--- config.mk ---
export PLATFORM = sky130hd
export DESIGN_NAME = instruction_cache
export DESIGN_NICKNAME = d
export VERILOG_FILES = /design/src/rtl/instruction_cache.sv
export SDC_FILE = /design/constraint.sdc
export NUM_CORES = 2
export LEC_CHECK = 0
export ABC_AREA = 1
export ABC_CLOCK_PERIOD_IN_PS = 22000
export CAP_MARGIN = 40
export CELL_PAD_IN_SITES_DETAIL_PLACEMENT = 0
export CELL_PAD_IN_SITES_GLOBAL_PLACEMENT = 1
export CORE_MARGIN = 2
export CORE_UTILIZATION = 50
export CTS_CLUSTER_SIZE = 12
export DETAILED_ROUTE_END_ITERATION = 10
export PLACE_DENSITY = 0.76
export SLEW_MARGIN = 40
export SYNTH_ARGS = -nofsm -noshare
export SYNTH_HDL_FRONTEND = slang
export SYNTH_SLANG_ARGS = --single-unit
--- constraint.sdc ---
create_clock -name clock -period 22 [get_ports clock]
set_input_delay 3.3 -clock clock [delete_from_list [all_inputs] [get_ports clock]]
set_output_delay 3.3 -clock clock [all_outputs]
set_load 0.005 [all_outputs]
--- src/rtl/instruction_cache.sv ---
// Direct-mapped instruction cache, 32-bit hit path, 128-bit line fill.
// Optional hit/miss counters: define INSTRUCTION_CACHE_STATS_EN.
module instruction_cache #(
  parameter int NUM_LINES      = 16,
  parameter int MEMORY_LATENCY = 6
) (
  input  logic         clock,
  input  logic         reset_n,
  input  logic         cpu_read_request,
  input  logic [31:0]  cpu_address,
  input  logic         cache_flush,
  output logic [31:0]  cpu_instruction,
  output logic         cpu_ready,
  output logic [31:0]  memory_address,
  input  logic [127:0] memory_data_line
`ifdef INSTRUCTION_CACHE_STATS_EN
  ,
  output logic [31:0]  hit_count,
  output logic [31:0]  miss_count
`endif
);

  localparam int IB = $clog2(NUM_LINES);
  localparam int TB = 28 - IB;
  localparam int CW = $clog2(MEMORY_LATENCY + 1);

  typedef enum logic {
    S_IDLE,
    S_FILL
  } state_t;

  state_t r_state;
  state_t w_next;

  logic [NUM_LINES-1:0] r_valid;
  logic [TB-1:0]        r_tag  [NUM_LINES];
  logic [127:0]         r_data [NUM_LINES];
  logic [IB-1:0]        r_fill_idx;
  logic [TB-1:0]        r_fill_tag;
  logic [31:0]          r_mem_addr;
  logic [CW-1:0]        r_cnt;

  logic [IB-1:0] w_idx;
  logic [TB-1:0] w_tag;
  logic [1:0]    w_word;
  logic [127:0]  w_line;
  logic          w_hit;
  logic          w_start;
  logic          w_capture;
  logic          w_unused;

  assign w_idx          = cpu_address[3+IB:4];
  assign w_tag          = cpu_address[31:4+IB];
  assign w_word         = cpu_address[3:2];
  assign w_line         = r_data[w_idx];
  assign w_hit          = r_valid[w_idx] && (r_tag[w_idx] == w_tag);
  assign w_unused       = ^cpu_address[1:0];
  assign memory_address = r_mem_addr;

  // Big-endian word select out of the indexed line
  always_comb begin
    cpu_instruction = w_line[127:96];
    unique case (w_word)
      2'd0: cpu_instruction = w_line[127:96];
      2'd1: cpu_instruction = w_line[95:64];
      2'd2: cpu_instruction = w_line[63:32];
      2'd3: cpu_instruction = w_line[31:0];
    endcase
  end

  // Next state, hit response and fill start/capture strobes
  always_comb begin
    w_next    = r_state;
    w_start   = 1'b0;
    w_capture = 1'b0;
    cpu_ready = 1'b0;
    unique case (r_state)
      S_IDLE: begin
        cpu_ready = cpu_read_request && w_hit && !cache_flush;
        if (cpu_read_request && !w_hit && !cache_flush) begin
          w_start = 1'b1;
          w_next  = S_FILL;
        end
      end
      S_FILL: begin
        if (cache_flush) begin
          w_next = S_IDLE;
        end else if (r_cnt == CW'(MEMORY_LATENCY)) begin
          w_capture = 1'b1;
          w_next    = S_IDLE;
        end
      end
    endcase
    if (!reset_n) begin
      cpu_ready = 1'b0;
      w_start   = 1'b0;
      w_capture = 1'b0;
      w_next    = S_IDLE;
    end
  end

  // State register
  always_ff @(posedge clock) begin
    if (!reset_n) r_state <= S_IDLE;
    else          r_state <= w_next;
  end

  // Valid bits, memory address and fill wait counter
  always_ff @(posedge clock) begin
    if (!reset_n) begin
      r_valid    <= '0;
      r_mem_addr <= '0;
      r_cnt      <= '0;
    end else begin
      if (cache_flush)    r_valid <= '0;
      else if (w_capture) r_valid[r_fill_idx] <= 1'b1;
      if (w_start) begin
        r_mem_addr <= {cpu_address[31:4], 4'b0000};
        r_cnt      <= '0;
      end else if (r_state == S_FILL && !w_capture) begin
        r_cnt <= r_cnt + CW'(1);
      end
    end
  end

  // Miss target latch and line install (arrays are never reset)
  always_ff @(posedge clock) begin
    if (w_start) begin
      r_fill_idx <= w_idx;
      r_fill_tag <= w_tag;
    end
    if (w_capture) begin
      r_data[r_fill_idx] <= memory_data_line;
      r_tag[r_fill_idx]  <= r_fill_tag;
    end
  end

`ifdef INSTRUCTION_CACHE_STATS_EN
  // Saturating hit/miss counters, untouched by flush
  always_ff @(posedge clock) begin
    if (!reset_n) begin
      hit_count  <= '0;
      miss_count <= '0;
    end else begin
      if (r_state == S_IDLE && cpu_ready && hit_count != '1)
        hit_count <= hit_count + 32'd1;
      if (w_start && miss_count != '1)
        miss_count <= miss_count + 32'd1;
    end
  end
`endif

endmodule

# Word level (Yosys, flattened, before mapping)
# Memories as Yosys holds them, arrays and structs flattened.
# Cells that the tools add are included.
word_totals:
  register_bits: 76
  mem_bits_rw: 2432
  inputBits: 164
  out_inout_bits: 65
  wordCells: 52
  memories: 2
memory_table:
  columns: ["memory", "depth", "width", "rd", "rd_ports_with_merged_regs", "wr", "line", "rtl"]
  rows:
  - ["r_data", 16, 128, 1, 0, 1, "37", "logic [127:0] r_data [NUM_LINES];"]
  - ["r_tag", 16, 24, 1, 0, 1, "36", "logic [TB-1:0] r_tag [NUM_LINES];"]
classes:
  addsub: 1
  order_cmp: 3
  eq_ne: 5
  n_mux: 19
  bitwise: 3
  reduce_logical: 13
op_table:
  columns: ["cell", "count"]
  rows:
  - ["$pmux W32 S4", 1]
  - ["$eq A24 B24 Y1", 1]
  - ["$or A16 B16 Y16", 1]
  - ["$mux W1", 15]
  - ["$lt A4 B5 Y1 const B", 2]
  - ["$logic_and A1 B1 Y1", 7]
  - ["$bmux W1 S4", 1]
  - ["$demux W1 S4", 1]
  - ["$eq A2 B2 Y1 const B", 2]
  - ["$ge A4 B1 Y1 const B", 1]
  - ["$reduce_or A2 Y1", 2]
  - ["$add A3 B1 Y3 const B", 1]
  - ["$eq A3 B3 Y1 const B", 1]
  - ["$logic_not A1 Y1", 3]
  - ["$eq A2 B1 Y1 const B", 1]
  - ["$logic_not A2 Y1", 1]
  - ["$not A1 Y1", 2]
  - ["$pmux W1 S2", 1]

# Longest topological paths before layout
depth:
  word_depth: 10
  mapped_depth: 21
  ltp_nobuf: 17

# Worst setup path after synthesis
# OpenSTA, ideal clock, no wires.
synth_path:
  path_type: "input port to flip-flop"
  startpoint: "in reset_n"
  endpoint: "mem r_data[12][0], enable pin"
  setup_ps: 667
  t_arrival_ps: 10341
  t_required_ps: 21333
  slack_ps: 10992
  stages: 8
  path_buffers: 0
  path_cell_list: "inv_1 > nor2_1 > nand2_1 > nor2_1 > inv_1 > nor3_1 > inv_1 > nor2_1"
synth_via:
  elab_chain_cells: 3
synth_rtl:
  columns: ["item", "line", "rtl"]
  rows:
  - ["start, declared", "8", "input logic reset_n,"]
  - ["$mux W1", "94", "if (!reset_n) begin"]
  - ["$mux W1", "132", "if (w_capture) begin"]
  - ["$mux W1 (implied by the code)", "133", "r_data[r_fill_idx] <= memory_data_line;"]
  - ["end, declared", "37", null]
# Every way passes these cells.

# Worst setup path in the final report
layout_path:
  startpoint: "in cpu_address[4]"
  endpoint: "out cpu_instruction[16]"
layout_via:
  elab_chain_cells: 2
layout_rtl:
  columns: ["item", "line", "rtl"]
  rows:
  - ["start, declared", "10", "input logic [31:0] cpu_address,"]
  - ["$mem_v2 Z16 W128", null, null]
  - ["$pmux W32 S4", "63", "unique case (w_word)"]
  - ["end, declared", "12", "output logic [31:0] cpu_instruction,"]
# Every way passes these cells.

==> flow_metrics.py <==
metrics = {
    "logic_synthesis": {
        "yosysMostFrequentCell": "edfxtp_1",
        "synth_cell_types": 35,
        "synth_area_sq_um": 98200,
        "synth_area_per_cell_sq_um": 13.21,
        "ys_warn_count": 0,
        "synth_area_leaders": "edfxtp_1 75%, o21ai_0 5.6%, nor2_1 4.7%, nand2_1 2.9%, o221ai_1 2.3%",
        "synth_area_leader_cell": "edfxtp_1",
        "synth-main-ff-cell": "edfxtp_1",
        "yosysSeqAreaShare_pct": 76.20,
        "synthArstFlopShare_pct": 0,
        "synth_cells": 7432,
        "synth-edff-count": 2460,
        "yosys-top-cells-count": "2,460 x edfxtp_1, 1,229 x nor2_1, 1,104 x o21ai_0",
        "yosysTopAreaCellShare_pct": 75.22,
        "synth_seq_cells": 2508,
    },
    "status": {
        "outcome": "complete, no violations",
    },
    "final_layout": {
        "utilization_pct": 56.83,
        "multiInputGateArea_sq_um": 20840,
        "register_area_sq_um": 74830,
        "drive_gt1_share_pct": 6.103,
        "nFillCells": 15590,
        "nets": 7689,
        "area_delta_synth_final_pct": 12.85,
    },
    "floorplan": {
        "placement_rows": 162,
        "ioPinCount": 229,
        "die-area_sq_um": 200000,
        "die_y_microns": 447.2,
        "initial_core_util_pct": 50.36,
        "coreArea_sq_um": 195000,
        "die_width_microns": 447.2,
    },
    "critical_path": {
        "worstPathMaxFanout": 87,
        "cp_data_arrival_time_ps": 8710,
        "path_class": "in2out",
        "rr_worst_depth": 8,
        "required_ps": 18700,
        "crit_path_start_kind": "input pin",
        "endpoint_kind": "output pin",
    },
    "route": {
        "dr_total_vias": 62970,
        "wl_per_cell_microns": 26.79,
        "routed_wl_microns": 276300,
        "drt_iter0_markers": 7290,
        "drc_errors": 0,
        "antenna_left": 0,
        "vias_per_cell": 6.107,
        "first_pass_iters": 6,
    },
    "global_routing": {
        "grtUsageTotal_pct": 27.35,
        "grt_pass1_wl_microns": 402200,
        "grt-busiest-layer": "met2",
        "antenna_found_initial": 39,
        "grt_max_degree": 259,
        "met2_usage_pct": 44.72,
        "gr-usage-met1_pct": 37.76,
        "met3_usage_pct": 4.190,
        "grt_pass1_vias": 59800,
        "grt-ovfl-total": 0,
    },
    "sta": {
        "skew_ps": 55.09,
        "setup_viol": 0,
        "period_needed_ps": 12010,
        "relSlewSlack_pct": 31.06,
        "max_slew.worst_pin.slew_ps": 1034,
        "fin_setup_tns_ps": 0,
        "setup_ws_ps": 9995,
        "final-hold-violation-count": 0,
        "fin_crit_sh_pct": 54.57,
        "slew_violations": 0,
        "rsz0062_at_grt": "false",
        "fmax_ghz": 0.08330,
    },
    "power": {
        "combPwrFrac_pct": 5.5,
        "irDropWorstVdd_uv": 87.74,
        "power_frac_clock_pct": 41.4,
        "power_frac_seq_pct": 53.1,
        "total_power_uw": 9880,
        "swShare_pct": 21.61,
        "p_per_area_nw_per_um2": 89.15,
        "leakage_uw": 0.03576,
        "p_sw_uw": 2136,
        "internal_power_uw": 7745,
    },
    "placed_design": {
        "hpwl_microns": 138800,
        "io_buffer_count": 222,
        "dp_slack_ps": 10150,
        "gp_congestion": 0.7918,
    },
    "clock_tree": {
        "cts_setup_buffers": 0,
        "clkLatencyLatePin_ps": 930,
        "clockBufferDepth": 4,
        "cts_sinks": 2508,
        "cts_buffers": 278,
        "clk_pin_slew_worst_paths_ps": 60,
        "postCtsResizedCells": 0,
        "cts_tree": "yes",
        "ctsHoldBuffers": 0,
        "htree_levels": 5,
        "cts_root_buf": "clkbuf_16",
    },
    "min_path": {
        "min_delay_path_depth": 2,
        "hp-class": "reg2reg",
    },
    "run": {
        "cap_violations": 0,
    },
}
power groups by stage:
stage	sequential (uW)	combinational, uW	clock, uW
6_report	5250	540	4090
4_1_cts	5250	538	4140
2_1_floorplan	5350	291	0
3_5_place_dp	5350	537	0
3_3_place_gp	5350	526	0
5_1_grt	5250	589	4330
worst max-delay path: stages:
cell and delay [ps]:
buf_8 410, buf_4 770, buf_4 570, buf_4 600, buf_4 680, o21ai_0 190
o22ai_1 210, o21ai_0 100, o21ai_0 620, nand2_1 130, nand4_1 290, clkdlybuf4s50_1 570
through the flow:
stage	hold WS (ps)	std cells	cell area, sq um
floorplan	440.2	7435	98220
global placement	449.0	9853	102600
detailed placement	456.7	9866	103000
CTS	466.7	10290	110700
global route	491.2	10300	110800
finish	462.9	10310	110800
sequential cells by signal, indices dropped and copies added, names as in the netlist:
| signal | count |
|---|---|
| memory_address | 28 |
| r_valid | 16 |
| r_fill_tag | 24 |
| r_state | 1 |
| r_data | 2048 |
| r_tag | 384 |
| r_cnt | 3 |
| r_fill_idx | 4 |
area by class of cell:
| type | instances | area share (%) |
|---|---|---|
| timing repair buffer | 346 | 3.297 |
| sequential | 2508 | 67.52 |
| antenna | 18 | 0.04064 |
| inverter | 102 | 0.3997 |
| multi-input combinational | 4287 | 18.80 |
| tap | 2624 | 2.963 |
| clock buffer | 359 | 6.685 |
| clock inverter | 66 | 0.2868 |
kinds of logic after synthesis:
| group | share of synthesized area [%] |
|---|---|
| buf+inv | 2.741 |
| xor+xnor | 0.01784 |
| other cells | 0.003819 |
| simple gates | 10.18 |
| fa+ha+maj | 0.02548 |
| flops | 76.20 |
| compound gates | 10.83 |
routing by layer:
metal	routed length [microns]	part of all wire, %
met1	112700	41
met4	8254	3.0
met5	62	0.022
met2	133900	48
met3	21360	7.7
final timing paths:
check | startpoint | end | slack (ps)
worst min-delay path | memory_address[8] | memory_address[8] | 460
worst max-delay path | cpu_address[4] | cpu_instruction[16] | 9990
worst max register to register | r_cnt[0] | r_data[0][105] | 17860
worst min register to register | memory_address[8] | memory_address[8] | 460
cell usage in the layout, fill, tap and decap left out, types with 7 or more instances in the layout:
master,netlist,layout
buf_4,12,68
o22ai_1,267,267
inv_1,98,96
buf_12,0,12
o221ai_1,262,262
buf_16,0,9
nand4_1,34,34
diode_2,0,18
clkbuf_16,0,284
o21ai_0,1104,1103
buf_6,15,30
clkinv_2,0,18
nor2_4,0,19
edfxtp_1,2460,2460
clkdlybuf4s50_1,0,218
a21oi_1,7,7
clkbuf_1,378,73
clkinv_1,0,40
nand2_1,771,770
o21ai_1,22,23
o211ai_1,112,112
buf_8,0,9
nor2_1,1229,1209
dfxtp_1,48,48
nand3_1,435,435
No activity file was read; power rests on OpenSTA's default activity.
